===== src/rtl/cadss_xfer_pkg.sv =====
// Shared types for the cache-transfer initiator: bus request types, request
// record and FSM state encoding.
package cadss_xfer_pkg;

  localparam int XFER_ADDR_W = 64;
  localparam int XFER_PROC_W = 4;

  typedef enum logic [2:0] {
    BUSRD  = 3'd0,
    BUSWR  = 3'd1,
    DATA   = 3'd2,
    SHARED = 3'd3,
    MEMORY = 3'd4
  } brt_e;

  // brt is kept as raw bits so encodings 5-7 travel through untouched
  typedef struct packed {
    logic [2:0]             brt;
    logic [XFER_ADDR_W-1:0] addr;
    logic [XFER_PROC_W-1:0] src;
    logic [XFER_PROC_W-1:0] dst;
  } xfer_req_t;

  typedef enum logic [1:0] {
    ST_IDLE  = 2'd0,
    ST_ISSUE = 2'd1,
    ST_WAIT  = 2'd2,
    ST_DONE  = 2'd3
  } xfer_state_e;

endpackage


===== src/rtl/cadss_xfer_fifo.sv =====
// Synchronous request FIFO with occupancy count; DEPTH must be a power of two
// so the pointers wrap naturally.
module cadss_xfer_fifo #(
  parameter  int DATA_W = 8,
  parameter  int DEPTH  = 4,
  localparam int PTR_W  = $clog2(DEPTH),
  localparam int CNT_W  = PTR_W + 1
) (
  input  logic              clk,
  input  logic              rst_l,
  input  logic              i_push,
  input  logic [DATA_W-1:0] i_wr_data,
  input  logic              i_pop,
  output logic [DATA_W-1:0] o_rd_data,
  output logic [CNT_W-1:0]  o_count,
  output logic              o_full,
  output logic              o_empty
);

  logic [DATA_W-1:0] r_mem [DEPTH];
  logic [PTR_W-1:0]  r_wr_ptr;
  logic [PTR_W-1:0]  r_rd_ptr;
  logic [CNT_W-1:0]  r_count;
  logic              w_do_push;
  logic              w_do_pop;

  assign o_full    = (r_count == CNT_W'(DEPTH));
  assign o_empty   = (r_count == '0);
  assign w_do_push = i_push & ~o_full;
  assign w_do_pop  = i_pop & ~o_empty;
  assign o_rd_data = r_mem[r_rd_ptr];
  assign o_count   = r_count;

  always_ff @(posedge clk) begin
    if (w_do_push) r_mem[r_wr_ptr] <= i_wr_data;
  end

  always_ff @(posedge clk or negedge rst_l) begin
    if (!rst_l) begin
      r_wr_ptr <= '0;
      r_rd_ptr <= '0;
      r_count  <= '0;
    end else begin
      if (w_do_push) r_wr_ptr <= r_wr_ptr + 1'b1;
      if (w_do_pop)  r_rd_ptr <= r_rd_ptr + 1'b1;
      case ({w_do_push, w_do_pop})
        2'b10:   r_count <= r_count + 1'b1;
        2'b01:   r_count <= r_count - 1'b1;
        default: r_count <= r_count;
      endcase
    end
  end

endmodule


===== src/rtl/cadss_xfer_initiator.sv =====
// Cache-side transfer requester: buffers cache requests, issues one at a time
// to the interconnect and reports completion by done pulse or local timeout.
//
// state | meaning
// IDLE  | nothing outstanding; pops the FIFO head when one is buffered
// ISSUE | ic_valid held with current request until ic_ready
// WAIT  | accepted; timer runs until ic_done or the timeout boundary
// DONE  | one-cycle cmp_valid with registered qualifiers
module cadss_xfer_initiator
  import cadss_xfer_pkg::*;
#(
  parameter  int ADDR_W     = 64,
  parameter  int PROC_W     = 4,
  parameter  int FIFO_DEPTH = 4,
  parameter  int TIMEOUT    = 1023,
  parameter  int TMR_W      = 10,
  localparam int CNT_W      = $clog2(FIFO_DEPTH) + 1
) (
  input  logic              clk,
  input  logic              rst_l,
  input  logic              req_valid,
  output logic              req_ready,
  input  logic [2:0]        req_brt,
  input  logic [ADDR_W-1:0] req_addr,
  input  logic [PROC_W-1:0] req_src,
  input  logic [PROC_W-1:0] req_dst,
  output logic              ic_valid,
  input  logic              ic_ready,
  output logic [2:0]        ic_brt,
  output logic [ADDR_W-1:0] ic_addr,
  output logic [PROC_W-1:0] ic_src,
  output logic [PROC_W-1:0] ic_dst,
  input  logic              ic_done,
  output logic              cmp_valid,
  output logic              cmp_timeout,
  output logic              cmp_local,
  output logic [ADDR_W-1:0] cmp_addr,
  output logic [PROC_W-1:0] cmp_src,
  output logic              busy,
  output logic [CNT_W-1:0]  fifo_count
);

  localparam int REQ_W = 3 + ADDR_W + 2 * PROC_W;

  logic [REQ_W-1:0]  w_wr_data;
  logic [REQ_W-1:0]  w_head;
  logic              w_push;
  logic              w_pop;
  logic              w_full;
  logic              w_empty;
  logic [2:0]        w_head_brt;
  logic [ADDR_W-1:0] w_head_addr;
  logic [PROC_W-1:0] w_head_src;
  logic [PROC_W-1:0] w_head_dst;
  logic              w_head_local;
  logic              w_tmr_tc;

  xfer_state_e       r_state;
  xfer_state_e       w_state_nxt;
  logic [2:0]        r_cur_brt;
  logic [ADDR_W-1:0] r_cur_addr;
  logic [PROC_W-1:0] r_cur_src;
  logic [PROC_W-1:0] r_cur_dst;
  logic [TMR_W-1:0]  r_timer;
  logic              r_cmp_timeout;
  logic              r_cmp_local;

  // ready depends only on stored count, so a same-cycle pop cannot raise it
  assign req_ready = ~w_full;
  assign w_push    = req_valid & ~w_full;
  assign w_wr_data = {req_brt, req_addr, req_src, req_dst};

  cadss_xfer_fifo #(
    .DATA_W (REQ_W),
    .DEPTH  (FIFO_DEPTH)
  ) u_fifo (
    .clk       (clk),
    .rst_l     (rst_l),
    .i_push    (w_push),
    .i_wr_data (w_wr_data),
    .i_pop     (w_pop),
    .o_rd_data (w_head),
    .o_count   (fifo_count),
    .o_full    (w_full),
    .o_empty   (w_empty)
  );

  assign {w_head_brt, w_head_addr, w_head_src, w_head_dst} = w_head;
  assign w_head_local = (w_head_src == w_head_dst);
  assign w_tmr_tc     = (r_timer == TMR_W'(TIMEOUT - 1));

  always_ff @(posedge clk or negedge rst_l) begin
    if (!rst_l) r_state <= ST_IDLE;
    else        r_state <= w_state_nxt;
  end

  always_comb begin
    w_state_nxt = r_state;
    w_pop       = 1'b0;
    case (r_state)
      ST_IDLE: begin
        if (!w_empty) begin
          w_pop       = 1'b1;
          w_state_nxt = w_head_local ? ST_DONE : ST_ISSUE;
        end
      end
      ST_ISSUE: if (ic_ready) w_state_nxt = ST_WAIT;
      ST_WAIT:  if (ic_done || w_tmr_tc) w_state_nxt = ST_DONE;
      ST_DONE:  w_state_nxt = ST_IDLE;
      default:  w_state_nxt = ST_IDLE;
    endcase
  end

  // done has priority over the timeout boundary when both land together
  always_ff @(posedge clk or negedge rst_l) begin
    if (!rst_l) begin
      r_cur_brt     <= '0;
      r_cur_addr    <= '0;
      r_cur_src     <= '0;
      r_cur_dst     <= '0;
      r_timer       <= '0;
      r_cmp_timeout <= 1'b0;
      r_cmp_local   <= 1'b0;
    end else begin
      if (w_pop) begin
        r_cur_brt     <= w_head_brt;
        r_cur_addr    <= w_head_addr;
        r_cur_src     <= w_head_src;
        r_cur_dst     <= w_head_dst;
        r_cmp_local   <= w_head_local;
        r_cmp_timeout <= 1'b0;
      end
      if (r_state == ST_ISSUE && ic_ready) begin
        r_timer <= '0;
      end else if (r_state == ST_WAIT) begin
        r_timer <= r_timer + 1'b1;
        if (!ic_done && w_tmr_tc) r_cmp_timeout <= 1'b1;
      end
    end
  end

  assign ic_valid    = (r_state == ST_ISSUE);
  assign ic_brt      = r_cur_brt;
  assign ic_addr     = r_cur_addr;
  assign ic_src      = r_cur_src;
  assign ic_dst      = r_cur_dst;
  assign cmp_valid   = (r_state == ST_DONE);
  assign cmp_timeout = r_cmp_timeout;
  assign cmp_local   = r_cmp_local;
  assign cmp_addr    = r_cur_addr;
  assign cmp_src     = r_cur_src;
  assign busy        = (r_state != ST_IDLE);

endmodule


===== config.mk =====
export PLATFORM = sky130hd
export DESIGN_NAME = cadss_xfer_initiator
export DESIGN_NICKNAME = d
export VERILOG_FILES = /design/src/rtl/cadss_xfer_pkg.sv /design/src/rtl/cadss_xfer_fifo.sv /design/src/rtl/cadss_xfer_initiator.sv
export SDC_FILE = /design/constraint.sdc
export NUM_CORES = 1
export LEC_CHECK = 0
export ABC_AREA = 1
export CAP_MARGIN = 10
export CORE_MARGIN = 2
export CORE_UTILIZATION = 54
export CTS_BUF_LIST = sky130_fd_sc_hd__clkbuf_8 sky130_fd_sc_hd__clkbuf_16
export CTS_CLUSTER_SIZE = 16
export DETAILED_ROUTE_END_ITERATION = 12
export GPL_TIMING_DRIVEN = 1
export PLACE_DENSITY = 0.8
export SLEW_MARGIN = 20
export SYNTH_ARGS = -nofsm -noshare
export SYNTH_HDL_FRONTEND = slang
export SYNTH_SLANG_ARGS = --single-unit
export TNS_END_PERCENT = 20

===== constraint.sdc =====
create_clock -name clk -period 4.7 [get_ports clk]
set_input_delay 0.94 -clock clk [delete_from_list [all_inputs] [get_ports clk]]
set_output_delay 0.94 -clock clk [all_outputs]
set_load 0.02 [all_outputs]

== After elaboration in Yosys (flattened, before gate mapping) ==
Memory sizes are Yosys's and may differ from the RTL's.
Index checks and enable logic that the tools add are counted.
Word-level totals
  flip-flop bits (word level): 96
  RAM bits: 300
  logic and storage cells: 59
  memories: 1
Memories
  u_fifo.r_mem: depth 4, bits a word 75, read ports 1, clocked after Yosys merged registers in 0, write ports 1, RTL line cadss_xfer_fifo.sv:20  | logic [DATA_W-1:0] r_mem [DEPTH];
Cells by class
  add/subtract/negate cells: 5
  equal/unequal tests: 11
  muxes and demuxes: 16
  bitwise gates (word level): 5
  reductions and logical operators: 10
Operators by type and width (number)
  $mux 10: 2
  $add 10x1->10 const B: 1
  $eq 10x10->1 const B: 1
  $mux 1: 8
  $mux 2: 4
  $pmux 2 s4: 1
  $eq 2x2->1 const B: 3
  $pmux 3 s2: 1
  $reduce_bool 2->1: 3
  $add 2x1->2 const B: 2
  $eq 2x1->1 const B: 2
  $eq 4x4->1: 1
  $ne 2x2->1 const B: 2
  $add 3x1->3 const B: 1
  $and 1x1->1: 3
  $eq 3x3->1 const B: 1
  $logic_not 3->1: 1
  $reduce_and 3->1: 1
  $sub 3x1->3 const B: 1
  $logic_and 1x1->1: 2
  $logic_not 2->1: 1
  $ne 2x1->1 const B: 1
  $not 1->1: 2
  $logic_not 1->1: 1
  $logic_or 1x1->1: 1

== Logic depth before layout (Yosys ltp) ==
  depth after elaboration: 7
  depth in mapped cells: 16

== Cells and area by module ==
A second synthesis with hierarchy kept.
Second synthesis, totals
  cells, all modules: 1448
  area total of the unflattened synthesis: 16686.0 µm²
Modules (own cells, without submodules)
  cadss_xfer_fifo: instances 1, cells an instance 937, area an instance 12459.4 µm²
  cadss_xfer_initiator: instances 1, cells an instance 511, area an instance 4226.6 µm²

== Least setup slack after synthesis ==
Ideal clock, no wire load.
  path kind: in2reg
  start point: input req_valid
  end point: memory u_fifo.r_mem[0][0] in the netlist's numbering (enable)
  setup time: 0.509 ns
  arrival time: 4.261 ns
  data required time: 4.191 ns
  slack: -0.070 ns
  stages on the path: 2
  buffers on the path: 0
  cells stage by stage: nand2_1 -> nor2_1
Between the ends
  longest elaborated chain between the ends: 4
Ends and longest elaborated chain
  from (decl): RTL line cadss_xfer_initiator.sv:21  | input logic req_valid,
  $and 1x1->1: RTL line cadss_xfer_initiator.sv:70  | assign w_push = req_valid & ~w_full;
  $and 1x1->1: RTL line cadss_xfer_fifo.sv:29  | assign w_do_push = i_push & ~o_full;
  $mux 1: RTL line cadss_xfer_fifo.sv:35  | if (w_do_push) r_mem[r_wr_ptr] <= i_wr_data;
  $mux 1 (implied by the code): RTL line cadss_xfer_fifo.sv:35
  to (decl): RTL line cadss_xfer_fifo.sv:20
Every way passes these cells.

== Worst setup path after layout ==
  start point: register r_state[1]
  end point: register r_cur_addr[18] (netlist: cmp_addr[18])
Between the ends
  longest elaborated chain between the ends: 2
Ends and longest elaborated chain
  from (decl): RTL line cadss_xfer_initiator.sv:58  | xfer_state_e r_state;
  from (signal assigned): RTL line cadss_xfer_initiator.sv:94  | else r_state <= w_state_nxt;
  $logic_not 2->1: RTL line cadss_xfer_initiator.sv:100  | case (r_state)
  $mux 1: RTL line cadss_xfer_initiator.sv:100
  to (signal assigned): RTL line cadss_xfer_initiator.sv:127  | r_cur_addr <= w_head_addr;
  to (decl): RTL line cadss_xfer_initiator.sv:61  | logic [ADDR_W-1:0] r_cur_addr;
Every way passes these cells.
A chain may end at the register's enable or synchronous reset.

==> key figures <==
Cells and area
  • Non-Filler Instances: 1878
  • Filler instances: 1995
  • Area grow syn2layout: 22.1%
  • Final Net Count: 1554
  • Fraction of layout cells with a size suffix above 1: 5.50%
  • Design area: 19200 um2

Logic synthesis
  • Mapped Nets: 1403
  • Post-synthesis async set-or-reset flop share: 24.2%
  • Cells after Synth: 1310
  • Post-synth EDFFs: 300
  • Post-synth top area share: 57.3%
  • Seq/Total Area, Yosys: 72.5%
  • Post-synth top cells: 355 x nor2_1, 300 x edfxtp_1, 151 x o21ai_0, 119 x nand2_1, 96 x dfrtp_1
  • Synth Cell Area: 15700 um2
  • Post-synth cell types: 26
  • Ys Warns: 0
  • Most frequent cell after synthesis: nor2_1
  • Synth top area cells: edfxtp_1 57%, dfrtp_1 15%, nor2_1 8.5%
  • Post-synth top area cell: edfxtp_1
  • Synth Register Bits: 396
  • Synth Flop Type: edfxtp_1
  • Mean Syn Cell Area: 12.0 um2

STA
  • Clock skew: 18.4 ps
  • Fmax: 327 MHz
  • Setup ws final: 1640 ps
  • Final setup violation count: 0
  • Worst slew pin tran: 1080 ps
  • Final Slew Violations: 0
  • RSZ-0062 raised after global routing: false
  • Crit share post-route: 65.1%
  • Post-layout minimum cycle time: 3060 ps
  • Hold Slack: 459 ps
  • Worst rel slew slack: 27.8%
  • Fin. Hold Viols: 0

Drt
  • ANT nets after route: 0
  • Via density per instance: 5.49
  • DR iter-0 viols: 979
  • Total Wirelength: 34700 um
  • Routed len/inst: 18.5 um
  • Via count: 10300
  • Drt pass-1 iters: 5
  • Post-route DRC: 0

Clocking
  • Root buffer cell: clkbuf_16
  • CTS H-Tree Depth: 2
  • Latest clock arrival within the worst-skew pair: 520 ps
  • CTS Sinks: 396
  • CTS Buffer Depth: 3
  • Setup Buffers After CTS: 0
  • CTS tree: yes
  • Post_cts resized: 0
  • Clock Pin Slew Worst Setup and Hold Paths: 60 ps
  • CTS Hold Bufs: 0
  • CTS buffer count: 39

Global route
  • Tot GR Track Use: 22.6%
  • GR Util met3: 4.37%
  • Antenna violations before repair: 3
  • Largest net degree at the start of global routing: 84
  • Vias in the first global route: 10300
  • GR Util met1: 28.3%
  • Met2 Use GR: 38.7%
  • Grt total ovfl: 0
  • GRT Max-Usage Layer: met2
  • Global-route wire length before repair: 53800 um

Critical path
  • CP Launch Type: flop
  • Worst Setup End Kind: flop
  • FF-to-FF End: cmp_addr[18]
  • Worst-path fanout max: 73
  • Reg2Reg Setup Slack: 1640 ps
  • Worst EP required: 5120 ps
  • CP arrival: 3480 ps
  • Reg-to-reg startpoint: r_state[1]
  • CP Class: reg2reg
  • R2R cell count: 8

Power
  • Leakage power: 7.00 nW
  • Max IR drop VDD: 0.000422 V
  • Power Density: 722 nW/um2

Flow run
  • Max_cap viols: 0

Placed design
  • Placed insts: 1804
  • Pre-CTS setup slack: 1400 ps
  • Placed Instance Area: 17900 um2
  • # port buffers: 231
  • Placer Congestion: 0.801
  • HPWL Detailed: 19500 um

Floorplan
  • Full die area: 30500 um2
  • Starting Density: 54.8%
  • Chip height: 175 um
  • Core area: 28700 um2
  • IO Count: 232
  • Die W: 175 um
  • Core Rows: 62

Worst hold path
  • Worst min-delay path category: in2async

Outcome
  • Status: completed
state kept, by name, summed over array words and instances, names as in the netlist:
name / flops
r_timer: 10
cmp_src: 4
u_fifo.o_count: 3
ic_dst: 4
cmp_local: 1
u_fifo.r_wr_ptr: 2
cmp_addr: 64
ic_brt: 3
u_fifo.r_rd_ptr: 2
r_state: 2
u_fifo.r_mem: 300
cmp_timeout: 1
kinds of logic after synthesis:
| group | share of synthesized area, % |
|---|---|
| XOR/XNOR | 0.223 |
| buffers and inverters | 5.93 |
| flip-flops | 72.5 |
| adder cells (fa/ha/maj) | 1.08 |
| AND/OR/NAND/NOR | 12.3 |
| AO/OA/AOI/OAI | 7.95 |
area by class of cell:
type / instances / area (um2) / share of cell area [%]
Antenna cell: 3 / 7.51 / 0.0391
Sequential cell: 396 / 11400 / 59.4
Clock buffer: 45 / 1080 / 5.63
Clock inverter: 26 / 255 / 1.33
Multi-Input combinational cell: 753 / 3420 / 17.8
Inverter: 27 / 108 / 0.560
Timing Repair Buffer: 244 / 2440 / 12.7
Tap cell: 384 / 480 / 2.50
through the flow:
stage / TNS, ps / total power, mW / util [%]
3_5_place_dp: 0 / 10.7 / 62.3
4_1_cts: 0 / 14.0 / 66.9
3_3_place_gp: 0 / 10.5 / 62.3
6_report: 0 / 13.9 / 66.9
5_1_grt: 0 / 14.7 / 66.9
2_1_floorplan: -20990 / 8.92 / -
worst max-delay path, stage by stage, from the launching register on:
cell	delay (ps)
dfrtp_1	410
inv_1	120
ha_1	170
nand2_1	410
inv_4	160
buf_4	580
buf_4	740
nor2_1	100
a31oi_1	230
cells in the final DEF (no fill, tap or decap), drive strengths merged:
master	n
xnor2	1
diode	3
o21ai	152
a31oi	67
dfrtp	96
nor3b	1
a21o	1
inv	32
nor2	355
nand2	119
buf	14
xor2	3
a211oi	1
fa	1
a21oi	10
clkinv	13
edfxtp	300
bufinv	5
clkdlybuf4s50	230
o22ai	1
clkbuf	45
nor3	4
nand3	25
ha	12
clkinvlp	3
report_power, final:
group	total, mW	switching (mW)	internal (mW)	leakage, nW
Clock	3.19	1.27	1.92	0.667
Sequential	5.35	0.591	4.76	3.85
Combinational	5.34	3.28	2.06	2.48
routing by layer:
metal | vias to the layer above | wire (um)
met5 | - | 13
met4 | 2 | 1010
met3 | 77 | 2560
met2 | 431 | 17400
met1 | 5023 | 13700
li1 | 4780 | -
worst max path at each step:
stage | start | end | slack, ps
floorplan | req_valid | u_fifo.r_mem[0][0] | -70
global placement | req_valid | u_fifo.r_mem[3][15] | 1440
global route | r_state[0] | cmp_addr[18] | 1370
CTS | r_state[1] | cmp_addr[18] | 1640
finish | r_state[1] | cmp_addr[18] | 1640
detailed placement | req_valid | u_fifo.r_mem[3][20] | 1400
Power figures use the tool's default switching activity.
